--- config.mk ---
export PLATFORM = sky130hd
export DESIGN_NAME = vga_timing_gen_flat
export DESIGN_NICKNAME = d
export VERILOG_FILES = /design/src/rtl/vga_timing_gen_pkg.sv /design/src/rtl/vga_timing_gen_if.sv /design/src/rtl/vga_timing_gen_delay_line.sv /design/src/rtl/vga_timing_gen.sv /design/src/flat_wrapper.sv
export SDC_FILE = /design/constraint.sdc
export NUM_CORES = 1
export LEC_CHECK = 0
export ABC_AREA = 1
export ABC_CLOCK_PERIOD_IN_PS = 3400
export CAP_MARGIN = 40
export CORE_MARGIN = 1
export CORE_UTILIZATION = 61
export CTS_CLUSTER_SIZE = 12
export DETAILED_ROUTE_END_ITERATION = 12
export PLACE_DENSITY = 0.81
export SKIP_LAST_GASP = 1
export SLEW_MARGIN = 20
export SYNTH_ARGS = -nofsm -noshare
export SYNTH_HDL_FRONTEND = slang
export SYNTH_SLANG_ARGS = --single-unit
--- constraint.sdc ---
create_clock -name CLK25 -period 3.4 [get_ports CLK25]
set_input_delay 0.51 -clock CLK25 [delete_from_list [all_inputs] [get_ports CLK25]]
set_output_delay 0.51 -clock CLK25 [all_outputs]
set_load 0.01 [all_outputs]
--- src/rtl/vga_timing_gen_pkg.sv ---
// Shared video timing definitions: common mode constants, output flag bundle
// and small helpers for deriving raster totals and counter widths.
package vga_timing_pkg;

    typedef struct packed {
        int unsigned h_active;
        int unsigned h_fp;
        int unsigned h_sync;
        int unsigned h_bp;
        int unsigned v_active;
        int unsigned v_fp;
        int unsigned v_sync;
        int unsigned v_bp;
        logic        h_pol;
        logic        v_pol;
    } vga_mode_t;

    localparam vga_mode_t MODE_640X480_60 = '{h_active: 640, h_fp: 16, h_sync: 96, h_bp: 48,
                                              v_active: 480, v_fp: 10, v_sync: 2, v_bp: 33,
                                              h_pol: 1'b0, v_pol: 1'b0};
    localparam vga_mode_t MODE_800X600_60 = '{h_active: 800, h_fp: 40, h_sync: 128, h_bp: 88,
                                              v_active: 600, v_fp: 1, v_sync: 4, v_bp: 23,
                                              h_pol: 1'b1, v_pol: 1'b1};
    localparam vga_mode_t MODE_1280X720_60 = '{h_active: 1280, h_fp: 110, h_sync: 40, h_bp: 220,
                                               v_active: 720, v_fp: 5, v_sync: 5, v_bp: 20,
                                               h_pol: 1'b1, v_pol: 1'b1};

    // Per-pixel flags carried down the output pipeline alongside the coordinates
    typedef struct packed {
        logic hsync;
        logic vsync;
        logic active;
        logic frame_start;
        logic line_start;
        logic vblank_start;
    } vga_flags_t;

    function automatic int unsigned timing_total(input int unsigned active, input int unsigned fp,
                                                 input int unsigned sync, input int unsigned bp);
        return active + fp + sync + bp;
    endfunction

    function automatic int unsigned coord_width(input int unsigned total);
        return (total <= 1) ? 1 : $clog2(total);
    endfunction

endpackage

--- src/rtl/vga_timing_gen_if.sv ---
// Raster output bus of the timing generator plus its run-enable input.
interface vga_timing_gen_if #(parameter int unsigned CW = 11);
    logic          en;
    logic          hsync;
    logic          vsync;
    logic          active;
    logic          blank_n;
    logic [CW-1:0] hcnt;
    logic [CW-1:0] vcnt;
    logic          fetch;
    logic          frame_start;
    logic          line_start;
    logic          vblank_start;

    modport master (input en, output hsync, vsync, active, blank_n, hcnt, vcnt,
                    fetch, frame_start, line_start, vblank_start);
    modport slave  (output en, input hsync, vsync, active, blank_n, hcnt, vcnt,
                    fetch, frame_start, line_start, vblank_start);
endinterface

--- src/rtl/vga_timing_gen_delay_line.sv ---
// Generic width x depth register shift with per-bit reset value and a
// single-bit tap at a selectable stage.
module vga_delay_line #(
    parameter int unsigned     WIDTH     = 1,
    parameter int unsigned     DEPTH     = 1,
    parameter logic [WIDTH-1:0] RST_VAL  = '0,
    parameter int unsigned     TAP_STAGE = 0,
    parameter int unsigned     TAP_BIT   = 0
) (
    input  logic             clk,
    input  logic             rst_n,
    input  logic [WIDTH-1:0] din,
    output logic [WIDTH-1:0] dout,
    output logic             tap
);

    logic [WIDTH-1:0] stage_q [DEPTH];

    always_ff @(posedge clk or negedge rst_n) begin
        if (!rst_n) begin
            for (int unsigned i = 0; i < DEPTH; i++) stage_q[i] <= RST_VAL;
        end else begin
            stage_q[0] <= din;
            for (int unsigned i = 1; i < DEPTH; i++) stage_q[i] <= stage_q[i-1];
        end
    end

    assign dout = stage_q[DEPTH-1];
    assign tap  = stage_q[TAP_STAGE][TAP_BIT];

endmodule

--- src/rtl/vga_timing_gen.sv ---
// Parametrised raster timing generator: h/v counters, sync/active/event
// decode, and a delay pipeline with an early fetch tap on the active flag.
module vga_timing_gen
    import vga_timing_pkg::*;
#(
    parameter int unsigned H_ACTIVE   = 640,
    parameter int unsigned H_FP       = 16,
    parameter int unsigned H_SYNC     = 96,
    parameter int unsigned H_BP       = 48,
    parameter int unsigned V_ACTIVE   = 480,
    parameter int unsigned V_FP       = 10,
    parameter int unsigned V_SYNC     = 2,
    parameter int unsigned V_BP       = 33,
    parameter bit          H_POL      = 1'b0,
    parameter bit          V_POL      = 1'b0,
    parameter int unsigned CW         = 11,
    parameter int unsigned DELAY      = 2,
    parameter int unsigned FETCH_LEAD = 2
) (
    input  logic             CLK25,
    input  logic             reset,
    vga_timing_gen_if.master vif
);

    localparam int unsigned H_TOTAL    = timing_total(H_ACTIVE, H_FP, H_SYNC, H_BP);
    localparam int unsigned V_TOTAL    = timing_total(V_ACTIVE, V_FP, V_SYNC, V_BP);
    localparam int unsigned FLAGS_W    = $bits(vga_flags_t);
    localparam int unsigned BW         = FLAGS_W + 2 * CW;
    localparam int unsigned ACTIVE_BIT = 2 * CW + 3;  // position of flags.active in {flags, h, v}

    localparam vga_flags_t IDLE_FLAGS = '{hsync: ~H_POL, vsync: ~V_POL, default: 1'b0};
    localparam logic [BW-1:0] RST_VAL = {IDLE_FLAGS, {(2*CW){1'b0}}};

    logic [CW-1:0] h_q, v_q;
    logic [31:0]   h_w, v_w;
    vga_flags_t    flags_c;
    logic [CW-1:0] hcoord_c, vcoord_c;
    logic [BW-1:0] bundle_c, bundle_q;
    vga_flags_t    out_flags;
    logic          fetch_q;

    // Raster counters; disabled means parked at the origin
    always_ff @(posedge CLK25 or negedge reset) begin
        if (!reset) begin
            h_q <= '0;
            v_q <= '0;
        end else if (!vif.en) begin
            h_q <= '0;
            v_q <= '0;
        end else if (h_q == CW'(H_TOTAL - 1)) begin
            h_q <= '0;
            v_q <= (v_q == CW'(V_TOTAL - 1)) ? '0 : v_q + CW'(1);
        end else begin
            h_q <= h_q + CW'(1);
        end
    end

    assign h_w = 32'(h_q);
    assign v_w = 32'(v_q);

    always_comb begin
        flags_c  = IDLE_FLAGS;
        hcoord_c = '0;
        vcoord_c = '0;
        if (vif.en) begin
            flags_c.active       = (h_w < H_ACTIVE) && (v_w < V_ACTIVE);
            flags_c.hsync        = ((h_w >= H_ACTIVE + H_FP) && (h_w < H_ACTIVE + H_FP + H_SYNC))
                                   ? H_POL : ~H_POL;
            flags_c.vsync        = ((v_w >= V_ACTIVE + V_FP) && (v_w < V_ACTIVE + V_FP + V_SYNC))
                                   ? V_POL : ~V_POL;
            flags_c.line_start   = (h_w == 0);
            flags_c.frame_start  = (h_w == 0) && (v_w == 0);
            flags_c.vblank_start = (h_w == 0) && (v_w == V_ACTIVE);
            hcoord_c             = h_q;
            vcoord_c             = v_q;
        end
    end

    assign bundle_c = {flags_c, hcoord_c, vcoord_c};

    vga_delay_line #(
        .WIDTH    (BW),
        .DEPTH    (DELAY + 1),
        .RST_VAL  (RST_VAL),
        .TAP_STAGE(DELAY - FETCH_LEAD),
        .TAP_BIT  (ACTIVE_BIT)
    ) u_pipe (
        .clk  (CLK25),
        .rst_n(reset),
        .din  (bundle_c),
        .dout (bundle_q),
        .tap  (fetch_q)
    );

    assign out_flags        = vga_flags_t'(bundle_q[BW-1 -: FLAGS_W]);
    assign vif.hsync        = out_flags.hsync;
    assign vif.vsync        = out_flags.vsync;
    assign vif.active       = out_flags.active;
    assign vif.blank_n      = out_flags.active;
    assign vif.frame_start  = out_flags.frame_start;
    assign vif.line_start   = out_flags.line_start;
    assign vif.vblank_start = out_flags.vblank_start;
    assign vif.hcnt         = bundle_q[2*CW-1 -: CW];
    assign vif.vcnt         = bundle_q[CW-1:0];
    assign vif.fetch        = fetch_q;

endmodule

--- src/flat_wrapper.sv ---
// flat-port wrapper written by rule: the top's interface ports become plain ports
module vga_timing_gen_flat import vga_timing_pkg::*;
#(
    parameter int unsigned H_ACTIVE   = 640,
    parameter int unsigned H_FP       = 16,
    parameter int unsigned H_SYNC     = 96,
    parameter int unsigned H_BP       = 48,
    parameter int unsigned V_ACTIVE   = 480,
    parameter int unsigned V_FP       = 10,
    parameter int unsigned V_SYNC     = 2,
    parameter int unsigned V_BP       = 33,
    parameter bit          H_POL      = 1'b0,
    parameter bit          V_POL      = 1'b0,
    parameter int unsigned CW         = 11,
    parameter int unsigned DELAY      = 2,
    parameter int unsigned FETCH_LEAD = 2
)
  (CLK25, reset, vif_en, vif_hsync, vif_vsync, vif_active, vif_blank_n, vif_hcnt, vif_vcnt, vif_fetch, vif_frame_start, vif_line_start, vif_vblank_start);
  vga_timing_gen_if #(.CW(CW)) vif_i ();
  input  logic CLK25;
  input  logic reset;
  input wire logic [$bits(vif_i.en)-1:0] vif_en;
  output wire logic [$bits(vif_i.hsync)-1:0] vif_hsync;
  output wire logic [$bits(vif_i.vsync)-1:0] vif_vsync;
  output wire logic [$bits(vif_i.active)-1:0] vif_active;
  output wire logic [$bits(vif_i.blank_n)-1:0] vif_blank_n;
  output wire logic [$bits(vif_i.hcnt)-1:0] vif_hcnt;
  output wire logic [$bits(vif_i.vcnt)-1:0] vif_vcnt;
  output wire logic [$bits(vif_i.fetch)-1:0] vif_fetch;
  output wire logic [$bits(vif_i.frame_start)-1:0] vif_frame_start;
  output wire logic [$bits(vif_i.line_start)-1:0] vif_line_start;
  output wire logic [$bits(vif_i.vblank_start)-1:0] vif_vblank_start;
  assign vif_i.en = vif_en;
  assign vif_hsync = vif_i.hsync;
  assign vif_vsync = vif_i.vsync;
  assign vif_active = vif_i.active;
  assign vif_blank_n = vif_i.blank_n;
  assign vif_hcnt = vif_i.hcnt;
  assign vif_vcnt = vif_i.vcnt;
  assign vif_fetch = vif_i.fetch;
  assign vif_frame_start = vif_i.frame_start;
  assign vif_line_start = vif_i.line_start;
  assign vif_vblank_start = vif_i.vblank_start;
  vga_timing_gen #(.H_ACTIVE(H_ACTIVE), .H_FP(H_FP), .H_SYNC(H_SYNC), .H_BP(H_BP), .V_ACTIVE(V_ACTIVE), .V_FP(V_FP), .V_SYNC(V_SYNC), .V_BP(V_BP), .H_POL(H_POL), .V_POL(V_POL), .CW(CW), .DELAY(DELAY), .FETCH_LEAD(FETCH_LEAD)) u_core (.CLK25(CLK25), .reset(reset), .vif(vif_i));
endmodule
==> run_results.csv, run 1 <==
group,metric,value,unit
logic_synthesis,syn_area,0.00394,sq mm
logic_synthesis,yosysWarningCount,0,
logic_synthesis,yosys-top-cells-count,"dfrtp_1, nand2_1, inv_1, nand3_1, nor2_1",
sta,finalSetupViolations,0,
route,drc,0,
final_layout,area_growth,10.0,%
logic_synthesis,synth_edf_count,0,
route,routed_wl,6060,um
worst_setup_path,crit_chain,"clkdlybuf4s50_1",
worst_setup_path,required,2.89,ns
worst_setup_path,critPathMaxStageDelay,0.53,ns
floorplan,fp.dieW,82.4,um
global_routing,grtUsageTotal,21.3,%
worst_setup_path,worstReg2RegEnd,"u_core.v_q[8]",
outcome,outcome,"finished clean",
floorplan,initial_core_util,65.0,%
final_layout,antennaDiodeCount,0,
clocking,cts_resized,0,
route,final_antenna_net_count,0,
final_layout,layout-drive-gt1-share,9.56,%
logic_synthesis,yosys.area.top_type_share,63.5,%
logic_synthesis,synthFlopType,"dfrtp_1",
min_path,hp-class,"input pin to asynchronous set/reset pin",
logic_synthesis,ys_types,27,
worst_setup_path,rr_worst_depth,7,
power,vdd_drop_max,335,uV
clocking,htreeDepth,3,
route,drtIter0Drc,139,
floorplan,num_rows,28,
global_routing,overflow,0,
floorplan,core,0.00606,sq mm
sta,grt_setup_unrepaired,"no",
route,vias_per_cell,5.11,
logic_synthesis,netlist_instances,369,
clocking,cts_buffer_depth,2,
worst_setup_path,path_delay_family,"flip-flops",
route,drt_first_pass_iters,4,
global_routing,grt_pass1_wl,10300,um
worst_setup_path,reg2reg_from,"u_core.h_q[1]",
sta,layout_setup_ws,1.47,ns
final_layout,nets,389,
logic_synthesis,post-synth-top-count-cell,"dfrtp_1",
worst_setup_path,worstSetupStartpointType,"flip-flop",
floorplan,die_area,0.00679,sq mm
sta,fin_crit_sh,56.7,%
sta,finalSetupTns,0,ns
clocking,cts.sinks,106,
power,power_density,477,mW/mm^2
clocking,clk_pin_slew,0.10,ns
logic_synthesis,ys_top_cells_by_area,"dfrtp_1, nand2_1, inv_1",
worst_setup_path,cp-end-kind,"output pin",
logic_synthesis,avgSynthCellArea,10.7,sq um
clocking,post_cts_buffers,0,
clocking,cts-buffers-inserted,9,
logic_synthesis,yosysTopAreaCell,"dfrtp_1",
logic_synthesis,yosys_register_bits,106,
logic_synthesis,yosysSeqAreaShare,67.5,%
clocking,cts-hold-fix-buffers,0,
logic_synthesis,syn-num-nets,376,
sta,slew_headroom,54.1,%
floorplan,die_h,82.4,um
placed_design,gp_congestion,0.923,
clocking,cts_tree,"built",
sta,finClkSkew,0.00715,ns
sta,tightest_slew,0.689,ns
sta,final_max_slew_viol_count,0,
worst_setup_path,arrival,1.42,ns
placed_design,hpwl,4020,um
clocking,root_buffer,"clkbuf_8",
placed_design,io_buffers,32,
worst_setup_path,timing.critical_path.buf_inv,1,
floorplan,ioPinCount,33,
sta,max_freq,519,MHz
route,dr_total_vias,2359,
logic_synthesis,synthArstFlopShare,100,%
global_routing,grt_start_max_net_pins,58,
sta,final-hold-violation-count,0,
worst_setup_path,r2r_slack,1.51,ns
route,wl_per_cell,13.1,um
global_routing,grt_pass1_vias,2341,
worst_setup_path,worstSetupPathType,"flip-flop to output pin",
global_routing,antenna_found_initial,0,
worst_setup_path,crit_slowest_cell,"dfstp_2",
flow_run,drv_cap,0,
power,cellLeakagePower,2.32,nW
sta,period_needed,1.93,ns
worst_setup_path,crit_fanout,1,
clocking,clkLatencyLatePin,0.36,ns
placed_design,preCtsSetupSlack,1.58,ns
## where the power goes
| group | leakage (nW) | internal, W | switching (W) |
|---|---|---|---|
| logic | 0.794 | 0.0000215 | 0.0000472 |
| registers | 1.44 | 0.00128 | 0.00000824 |
| clock network | 0.0883 | 0.000295 | 0.000421 |
| total | 2.32 | 0.00159 | 0.000476 |
## layout make-up
cell class,instances,area (sq um)
sequential,106,2660
timing repair buffer,35,340
tap,75,93.8
clock inverter,6,50.0
clock buffer,10,138
multi-input combinational,179,863
fill,422,1720
inverter,51,191
## metal layers
layer / up-vias / part of all wire, % / routed length, um / track usage [%]
met3: 13 / 4.1 / 250 / 4.29
met2: 67 / 48 / 2930 / 31.4
li1: 1138 / - / - / -
met1: 1141 / 45 / 2730 / 28.4
met5: - / 0 / 0 / 0
met4: 0 / 2.4 / 147 / 15.1
## state kept, by name, indices dropped and copies added (netlist names)
signal                 flops
u_core.h_q                11
u_core.u_pipe.dout        28
u_core.u_pipe.stage_q     55
u_core.u_pipe.tap          1
u_core.v_q                11
## worst max-delay path by stage
stage / startpoint / slack (ns) / end / cells after the start
floorplan: u_core.h_q[0] / 2.06 / u_core.v_q[6] / 7
global placement: vif_en / 1.62 / u_core.v_q[10] / 6
detailed placement: vif_en / 1.58 / u_core.v_q[9] / 6
CTS: u_core.u_pipe.dout[26] / 1.45 / vif_vsync / 1
global route: u_core.h_q[0] / 1.31 / u_core.v_q[8] / 7
finish: u_core.u_pipe.dout[26] / 1.47 / vif_vsync / 1
## logic make-up after synthesis
group,Yosys count,share of synthesized area [%]
and+or+nand+nor,163,18.6
DFF,106,67.5
buffers and inverters,84,10.6
AOI/OAI and AO/OA,8,1.17
xor gates and xnor gates,4,0.889
adders and majority gates,4,1.27
## layout by cell type (no fill, tap or decap)
cell type / netlist / layout
dfrtp_1: 100 / 100
nand2_1: 76 / 76
inv_1: 50 / 50
clkdlybuf4s50_1: 0 / 31
nand3_1: 30 / 30
nor2_1: 29 / 29
clkbuf_8: 0 / 10
nor3_1: 8 / 8
nand4_1: 7 / 7
dfstp_2: 6 / 6
nor2_2: 4 / 4
ha_1: 4 / 4
buf_4: 23 / 4
nand3_2: 3 / 3
o21ai_0: 3 / 3
xor2_1: 3 / 3
clkinvlp_4: 0 / 3
nor2_4: 2 / 2
a21oi_1: 2 / 2
nor4_1: 2 / 2
inv_8: 0 / 2
o21ai_1: 1 / 1
nand2_2: 1 / 1
nor3b_1: 1 / 1
xnor2_1: 1 / 1
o2111ai_1: 1 / 1
inv_2: 1 / 1
o21bai_1: 1 / 1
clkinv_2: 0 / 1
## per-stage QoR
stage | utilization, % | std cells | power [W] | cell area (sq um) | hold WS, ns
3_3_place_gp | 68.5 | 446 | 0.00138 | 4150 | 0.332
3_5_place_dp | 68.5 | 446 | 0.00138 | 4150 | 0.335
2_1_floorplan | - | 369 | 0.00134 | 3940 | 0.214
6_report | 71.6 | 462 | 0.00207 | 4340 | 0.185
5_1_grt | 71.6 | 462 | 0.00216 | 4340 | 0.235
4_1_cts | 71.6 | 462 | 0.00209 | 4340 | 0.204
No activity file was read; power rests on OpenSTA's default activity.
==> run 2: changes to the inputs <==
- ABC_CLOCK_PERIOD_IN_PS: 3400 -> 2000
- CORE_UTILIZATION: 61 -> 57
- PLACE_DENSITY: 0.81 -> 0.77
- clock period: 3.4 -> 2 ns (I/O delays scaled with it)
==> run 2 against run 1 <==
Compared with the run above:
- first-iteration DRC count shrank 25%
- worst setup slack lost 1.2 ns
- register-to-register slack lost 1.2 ns
- total power grew 72%
- non-clock buffer count grew 3
- count of clock-buffer cells in the layout is the same
- die area grew 6.8%
==> run_results.csv, run 2 (same netlist as run 1, synthesis figures left out) <==
group,metric,value,unit
final_layout,final_common_cell,"dfrtp_1",
flow_run,drv_cap,0,
final_layout,utilization,67.6,%
worst_setup_path,timing.critical_path.buf_inv,1,
final_layout,area_growth,11.3,%
worst_setup_path,crit_fanout,1,
sta,final_max_slew_viol_count,0,
worst_setup_path,arrival,1.42,ns
clocking,root_buffer,"clkbuf_8",
route,wl_per_cell,13.2,um
worst_setup_path,worstSetupPathType,"flip-flop to output pin",
route,routed_wl,6150,um
final_layout,largest_reg_flops,55,
placed_design,io_buffers,32,
clocking,cts_tree,"built",
sta,final-hold-violation-count,0,
clocking,clk_pin_slew,0.10,ns
global_routing,grtUsageTotal,19.4,%
sta,finClkSkew,0.00930,ns
worst_setup_path,worstSetupStartpointType,"flip-flop",
clocking,cts-hold-fix-buffers,1,
clocking,cts_buffer_depth,2,
final_layout,n_fill_cell,468,
sta,period_needed,1.72,ns
sta,slew_headroom,72.2,%
placed_design,gp_congestion,0.902,
final_layout,top_register,"u_core.u_pipe.stage_q",
outcome,outcome,"finished clean",
global_routing,grt_start_max_net_pins,44,
route,dr_total_vias,2378,
global_routing,grt_pass1_vias,2228,
global_routing,antenna_found_initial,0,
final_layout,nets,392,
floorplan,die_area,0.00725,sq mm
sta,finalSetupViolations,0,
worst_setup_path,crit_chain,"clkdlybuf4s50_1",
floorplan,die_h,85.2,um
power,cellLeakagePower,2.35,nW
final_layout,layout-drive-gt1-share,10.0,%
min_path,hp-class,"flip-flop to flip-flop",
sta,tightest_slew,0.416,ns
worst_setup_path,required,1.70,ns
route,drc,0,
sta,max_freq,583,MHz
route,vias_per_cell,5.09,
power,vdd_drop_max,351,uV
worst_setup_path,critPathMaxStageDelay,0.53,ns
clocking,clkLatencyLatePin,0.37,ns
final_layout,regArea,0.00266,sq mm
worst_setup_path,cp-end-kind,"output pin",
global_routing,grt_pass1_wl,10500,um
worst_setup_path,cp.depth,1,
power,power_density,809,mW/mm^2
placed_design,hpwl,4070,um
route,drtIter0Drc,104,
final_layout,multi_input_area,863,sq um
worst_setup_path,rr_worst_depth,7,
floorplan,core,0.00649,sq mm
floorplan,fp.dieW,85.2,um
sta,grt_setup_unrepaired,"no",
min_path,min_path_cells,0,
clocking,post_cts_buffers,0,
route,final_antenna_net_count,0,
route,drt_first_pass_iters,5,
floorplan,ioPinCount,33,
worst_setup_path,crit_slowest_cell,"dfstp_2",
final_layout,layout_common_cells,"dfrtp_1, nand2_1, inv_1",
worst_setup_path,path_delay_family,"flip-flops",
clocking,htreeDepth,3,
sta,finalSetupTns,0,ns
clocking,cts_resized,0,
final_layout,antennaDiodeCount,0,
sta,fin_crit_sh,85.8,%
floorplan,num_rows,29,
clocking,cts-buffers-inserted,9,
clocking,cts.sinks,106,
floorplan,initial_core_util,60.7,%
global_routing,overflow,0,
## run 2: final cells by class
cell class	instances	share of cell area, %
clock buffer	10	3.14
timing repair buffer	38	8.61
clock inverter	6	1.40
sequential	106	60.6
inverter	51	4.36
tap	77	2.20
multi-input combinational	179	19.7
## run 2: report_power, final
group	internal, W	switching, W	total (W)
clock	0.000511	0.000728	0.00124
combinational	0.0000431	0.0000826	0.000126
sequential	0.00217	0.0000136	0.00218
## run 2: routing by layer
metal  track usage [%]  up-vias  part of all wire, %
met5                 0        -                    0
met2              27.9       86                   47
met1              27.8     1133                   44
met4              10.0        0                  1.5
met3              4.47       10                  7.3
li1                  -     1149                    -
## run 2: per-stage QoR
stage | power (W) | worst slack, ns | hold slack (ns) | area (sq um) | std cells
2_1_floorplan | 0.00227 | 0.655 | 0.00441 | 3940 | 369
3_3_place_gp | 0.00235 | 0.440 | 0.256 | 4180 | 450
3_5_place_dp | 0.00235 | 0.348 | 0.268 | 4180 | 450
4_1_cts | 0.00358 | 0.257 | 0.354 | 4390 | 467
5_1_grt | 0.00369 | 0.192 | 0.362 | 4390 | 467
6_report | 0.00355 | 0.283 | 0.348 | 4390 | 467
## run 2: final timing paths
check                                          start                endpoint  slack (ns)
max reg2reg                            u_core.h_q[0]           u_core.v_q[8]        0.31
min in group asynchronous                      reset  u_core.u_pipe.dout[13]        0.41
min reg2reg                u_core.u_pipe.stage_q[42]  u_core.u_pipe.dout[14]        0.35
min                        u_core.u_pipe.stage_q[42]  u_core.u_pipe.dout[14]        0.35
max                           u_core.u_pipe.dout[26]               vif_vsync        0.28
max in group asynchronous                      reset  u_core.u_pipe.dout[26]        0.97
==> edit 1, RTL diff (flow settings as in run 1) <==
`DELAY` is set to 2 in 2 places; all go to 4.
--- a/src/rtl/vga_timing_gen.sv
+++ b/src/rtl/vga_timing_gen.sv
@@ -15,5 +15,5 @@
     parameter bit          V_POL      = 1'b0,
     parameter int unsigned CW         = 11,
-    parameter int unsigned DELAY      = 2,
+    parameter int unsigned DELAY      = 4,
     parameter int unsigned FETCH_LEAD = 2
 ) (
--- a/src/flat_wrapper.sv
+++ b/src/flat_wrapper.sv
@@ -13,5 +13,5 @@
     parameter bit          V_POL      = 1'b0,
     parameter int unsigned CW         = 11,
-    parameter int unsigned DELAY      = 2,
+    parameter int unsigned DELAY      = 4,
     parameter int unsigned FETCH_LEAD = 2
 )
Behaviour: not the same (a bounded check fails within 4 cycles, from zero or initial values and one cycle with reset low).
==> edit 1 against run 1 <==
Core utilization increased by 2.8 points. Synthesized area increased by 36%. Combinational power increased by 30%. Sequential cell count increased by 56. Worst setup slack got worse by 140 ps. Wire length increased by 48%. Sequential share of layout area increased by 4.2 points. Clock power increased by 150%. Count of clock-buffer cells in the layout increased by 8. Design area increased by 43%. Register-to-register slack improved by 90 ps. Global-route usage increased by 1.2 points. Worst hold slack improved by 160 ps. Power increased by 86%. Critical endpoint is now vif_hsync.
==> edit 1: results (changes against run 1) <==
.. list-table::
   :header-rows: 1

   * - Metric
     - Value
   * - Run status
     - finished, final reports clean (unchanged)
   * - Synthesized-area fraction occupied by xor and xnor cells
     - 0.655% (was 0.889%)
   * - Share of final layout cell area taken by clock buffers and inverters
     - 9.07% (was 4.33%)
   * - Number of flip-flops and latches
     - 162 (was 106)
   * - Htree depth
     - 4 (was 3)
   * - Worst ir drop on vdd
     - 0.395 mV (was 0.335 mV)
   * - Total track usage
     - 22.5% (was 21.3%)
   * - Setup Slack @ Placement
     - 1550 ps (was 1580 ps)
   * - Clock buffers
     - 18 (was 10)
   * - Largest net degree at the start of global routing
     - 95 (was 58)
   * - Via count of the first global-routing pass
     - 2901 (was 2341)
   * - Top area cells in the synthesized netlist
     - dfrtp_1 71%, nand2_1 5.3%, dfstp_2 4.9% (was dfrtp_1 63%, nand2_1 7.2%, inv_1 4.8%)
   * - Combinational fraction of design power
     - 2.3% (was 3.3%)
   * - Static Leakage
     - 3.29 nW (was 2.32 nW)
   * - Flip-flop count of the largest register, all copies and words added
     - 111 (was 55)
   * - Compound-Gate Fraction of Synth Area
     - 0.865% (was 1.17%)
   * - Area taken by flip-flops and latches
     - 0.00407 mm² (was 0.00266 mm²)
   * - Post-synthesis adder-cell area fraction
     - 0.936% (was 1.27%)
   * - Post-detailed-placement half-perimeter wirelength
     - 4.55 mm (was 4.02 mm)
   * - Non-clock buffer area fraction after layout
     - 6.27% (was 7.85%)
   * - Switching Power
     - 0.000863 W (was 0.000476 W)
   * - Non-clock buffers
     - 38 (was 35)
   * - Power density of the placed cells
     - 619 mW/mm² (was 477 mW/mm²)
   * - Number of nets in the final layout
     - 456 (was 389)
   * - First-iteration detailed-routing DRC count
     - 101 (was 139)
   * - Wire length of the first global-routing pass
     - 14.6 mm (was 10.3 mm)
   * - Worst Skew
     - 6.76 ps (was 7.15 ps)
   * - CTS clk-pin slew, worst paths
     - 70 ps (was 100 ps)
edit 1: cell count changes in the layout (fill, tap and decap cells not counted), moves of 2 or more:
cell / change
dfrtp_1: +52
dfstp_2: +4
inv_6: +6
clkinvlp_4: -2
clkinv_4: +2
clkbuf_16: +16
clkbuf_8: -9
edit 1: through the flow:
step,utilization [%],instances,cell area (µm²)
final,74.4,567,6200
after global routing,74.4,567,6200
after CTS,73.9,565,6170
after detailed placement,67.2,533,5600
after global placement,67.2,533,5600
after floorplan,-,425,5350
edit 1: path summary, 6_finish.rpt:
| check | from | to | slack [ps] | cells past startpoint |
|---|---|---|---|---|
| min in group CLK25 | u_core.u_pipe.stage_q[65] | u_core.u_pipe.stage_q[37] | 350 | 0 |
| max in group asynchronous | reset | u_core.h_q[9] | 2070 | 4 |
| max | u_core.u_pipe.dout[27] | vif_hsync | 1330 | 1 |
| max reg2reg | u_core.h_q[0] | u_core.v_q[2] | 1600 | 7 |
| min | reset | u_core.u_pipe.stage_q[95] | 340 | 2 |
| min reg2reg | u_core.u_pipe.stage_q[65] | u_core.u_pipe.stage_q[37] | 350 | 0 |
edit 1: metal layers:
metal | track usage, % | vias up | routed length, µm
met2 | 36.8 | 74 | 4580
li1 | - | 1337 | -
met4 | 9.83 | 0 | 138
met1 | 28.3 | 1397 | 3830
met5 | 0 | - | 0
met3 | 6.30 | 12 | 403
edit 1: repair_timing:
item,in CTS,in global routing
hold buffers,0,1
endpoints found under the hold margin,0,4
setup buffers,0,0
edit 1: cells by family (layout without fill, tap and decap cells):
family | after synthesis | after routing
xor gates and xnor gates | 4 | 4
and+or+nand+nor | 163 | 163
adders and majority gates | 4 | 4
AOI/OAI and AO/OA | 8 | 8
buffers and inverters | 84 | 121
DFF | 162 | 162
==> edit 2, RTL diff (config.mk and constraints of run 1) <==
Without the edit above. Put a register stage on the output `vif.hcnt`. The value now appears one clock later.
--- a/src/rtl/vga_timing_gen.sv
+++ b/src/rtl/vga_timing_gen.sv
@@ -101,5 +101,7 @@
     assign vif.line_start   = out_flags.line_start;
     assign vif.vblank_start = out_flags.vblank_start;
-    assign vif.hcnt         = bundle_q[2*CW-1 -: CW];
+    always_ff @(posedge CLK25) begin
+        vif.hcnt <= bundle_q[2*CW-1 -: CW];
+    end
     assign vif.vcnt         = bundle_q[CW-1:0];
     assign vif.fetch        = fetch_q;
Check against the original RTL: not equivalent (Yosys sat finds a counterexample within 10 cycles, from zero or initial values and one cycle with reset low).
==> edit 2 against run 1 <==
Wire length up 40%. Power is 54% higher. Die area is 3.4% higher. Design area up 15%. Final cell count increased by 6.5%. Count of clock-buffer cells in the layout increased by 9. Sequential cell count up 11. Synthesized area grew 3.5%. Sequential power is 10% higher. Worst setup slack got worse by 160 ps. Highest routed layer unchanged.
==> edit 2: results (changes against run 1) <==
.. list-table::
   :header-rows: 1

   * - Metric
     - Value
   * - Run status
     - finished, final reports clean (unchanged)
   * - Htree depth
     - 4 (was 3)
   * - Count of placed standard cells including taps
     - 458 (was 446)
   * - Static Leakage
     - 2.62 nW (was 2.32 nW)
   * - Worst Skew
     - 7.36 ps (was 7.15 ps)
   * - Routed wire length
     - 8.49 mm (was 6.06 mm)
   * - Clock latency of the later-clocked register in the worst-skew pair
     - 510 ps (was 360 ps)
   * - Largest net degree at the start of global routing
     - 73 (was 58)
   * - Fraction of layout cells with a size suffix above 1
     - 12.8% (was 9.56%)
   * - Drt via density
     - 5.23 (was 5.11)
   * - Fraction of registers with async set/reset
     - 90.6% (was 100%)
   * - Total cell area at the placement stage
     - 0.00438 mm² (was 0.00415 mm²)
   * - R2R Setup Slk
     - 1600 ps (was 1510 ps)
   * - CTS clk-pin slew, worst paths
     - 60 ps (was 100 ps)
   * - Via count of the first global-routing pass
     - 2565 (was 2341)
   * - Worst hold margin
     - 344 ps (was 185 ps)
   * - Measured slew at the worst slew-check pin
     - 450 ps (was 689 ps)
   * - Detailed Routing Iterations Pass 1
     - 5 (was 4)
   * - Library cell contributing the largest single delay on the critical path
     - clkdlybuf4s50_1 (was dfstp_2)
   * - Post-detailed-placement half-perimeter wirelength
     - 4.42 mm (was 4.02 mm)
   * - Routed length per placed instance
     - 17.3 µm (was 13.1 µm)
   * - Post-synthesis sequential area ratio
     - 70.6% (was 67.5%)
   * - RD Place Congestion
     - 0.916 (was 0.923)
   * - Worst ir drop on vdd
     - 0.686 mV (was 0.335 mV)
   * - Terminus of the critical flop-to-flop path
     - u_core.v_q[0] (was u_core.v_q[8])
   * - Family of cells with the greatest summed delay on the critical path
     - buffers and inverters (was flip-flops)
   * - Number of fillers in the final layout
     - 371 (was 422)
   * - Wire length of the first global-routing pass
     - 13.1 mm (was 10.3 mm)
   * - Largest stage delay on the critical path
     - 550 ps (was 530 ps)
   * - Top cells by instance count after synthesis
     - 100 x dfrtp_1, 76 x nand2_1, 50 x inv_1, 30 x nand3_1, 29 x nor2_1 (unchanged)
   * - Setup Slack @ Placement
     - 1530 ps (was 1580 ps)
   * - Top area cells in the synthesized netlist
     - dfrtp_1 61%, nand2_1 7.0%, dfxtp_1 5.4% (was dfrtp_1 63%, nand2_1 7.2%, inv_1 4.8%)
   * - Arrival @ worst endpoint
     - 1580 ps (was 1420 ps)
   * - Netlist cell types
     - 28 (was 27)
   * - Final period util
     - 61.4% (was 56.7%)
   * - Number of nets in the final layout
     - 409 (was 389)
   * - Total clock buffers created by CTS
     - 17 (was 9)
   * - Min-delay worst type
     - reg2reg (was in2async)
   * - Start of the worst register-to-register path
     - u_core.h_q[0] (was u_core.h_q[1])
   * - First-iteration detailed-routing DRC count
     - 174 (was 139)
   * - Total track usage
     - 25.4% (was 21.3%)
==> edit 2: metal layers <==
layer / routed length, µm / part of all wire (%) / vias to the layer above / track usage, %
met5: 0 / 0 / - / 0
met2: 4230 / 50 / 84 / 39.8
li1: - / - / 1195 / -
met4: 119 / 1.4 / 0 / 10.5
met1: 3760 / 44 / 1283 / 33.8
met3: 387 / 4.6 / 12 / 6.92
==> edit 2: area by class of cell <==
class                           count  area share [%]
Timing Repair Buffer               36            7.69
Clock inverter                     13            2.51
Multi-Input combinational cell    179            17.3
Sequential cell                   117            57.8
Tap cell                           77            1.93
Clock buffer                       19            8.87
Inverter                           51            3.84
==> edit 2: cell families after synthesis <==
group,count (synthesis),synth area share (%)
and+or+nand+nor,163,17.9
DFF,117,70.6
buffers and inverters,73,8.25
AOI/OAI and AO/OA,8,1.13
xor gates and xnor gates,4,0.859
adders and majority gates,4,1.23
==> edit 2: power by group <==
part           switching [W]  internal (W)
logic              0.0000511     0.0000263
clock network       0.000662       0.00101
registers          0.0000121       0.00141
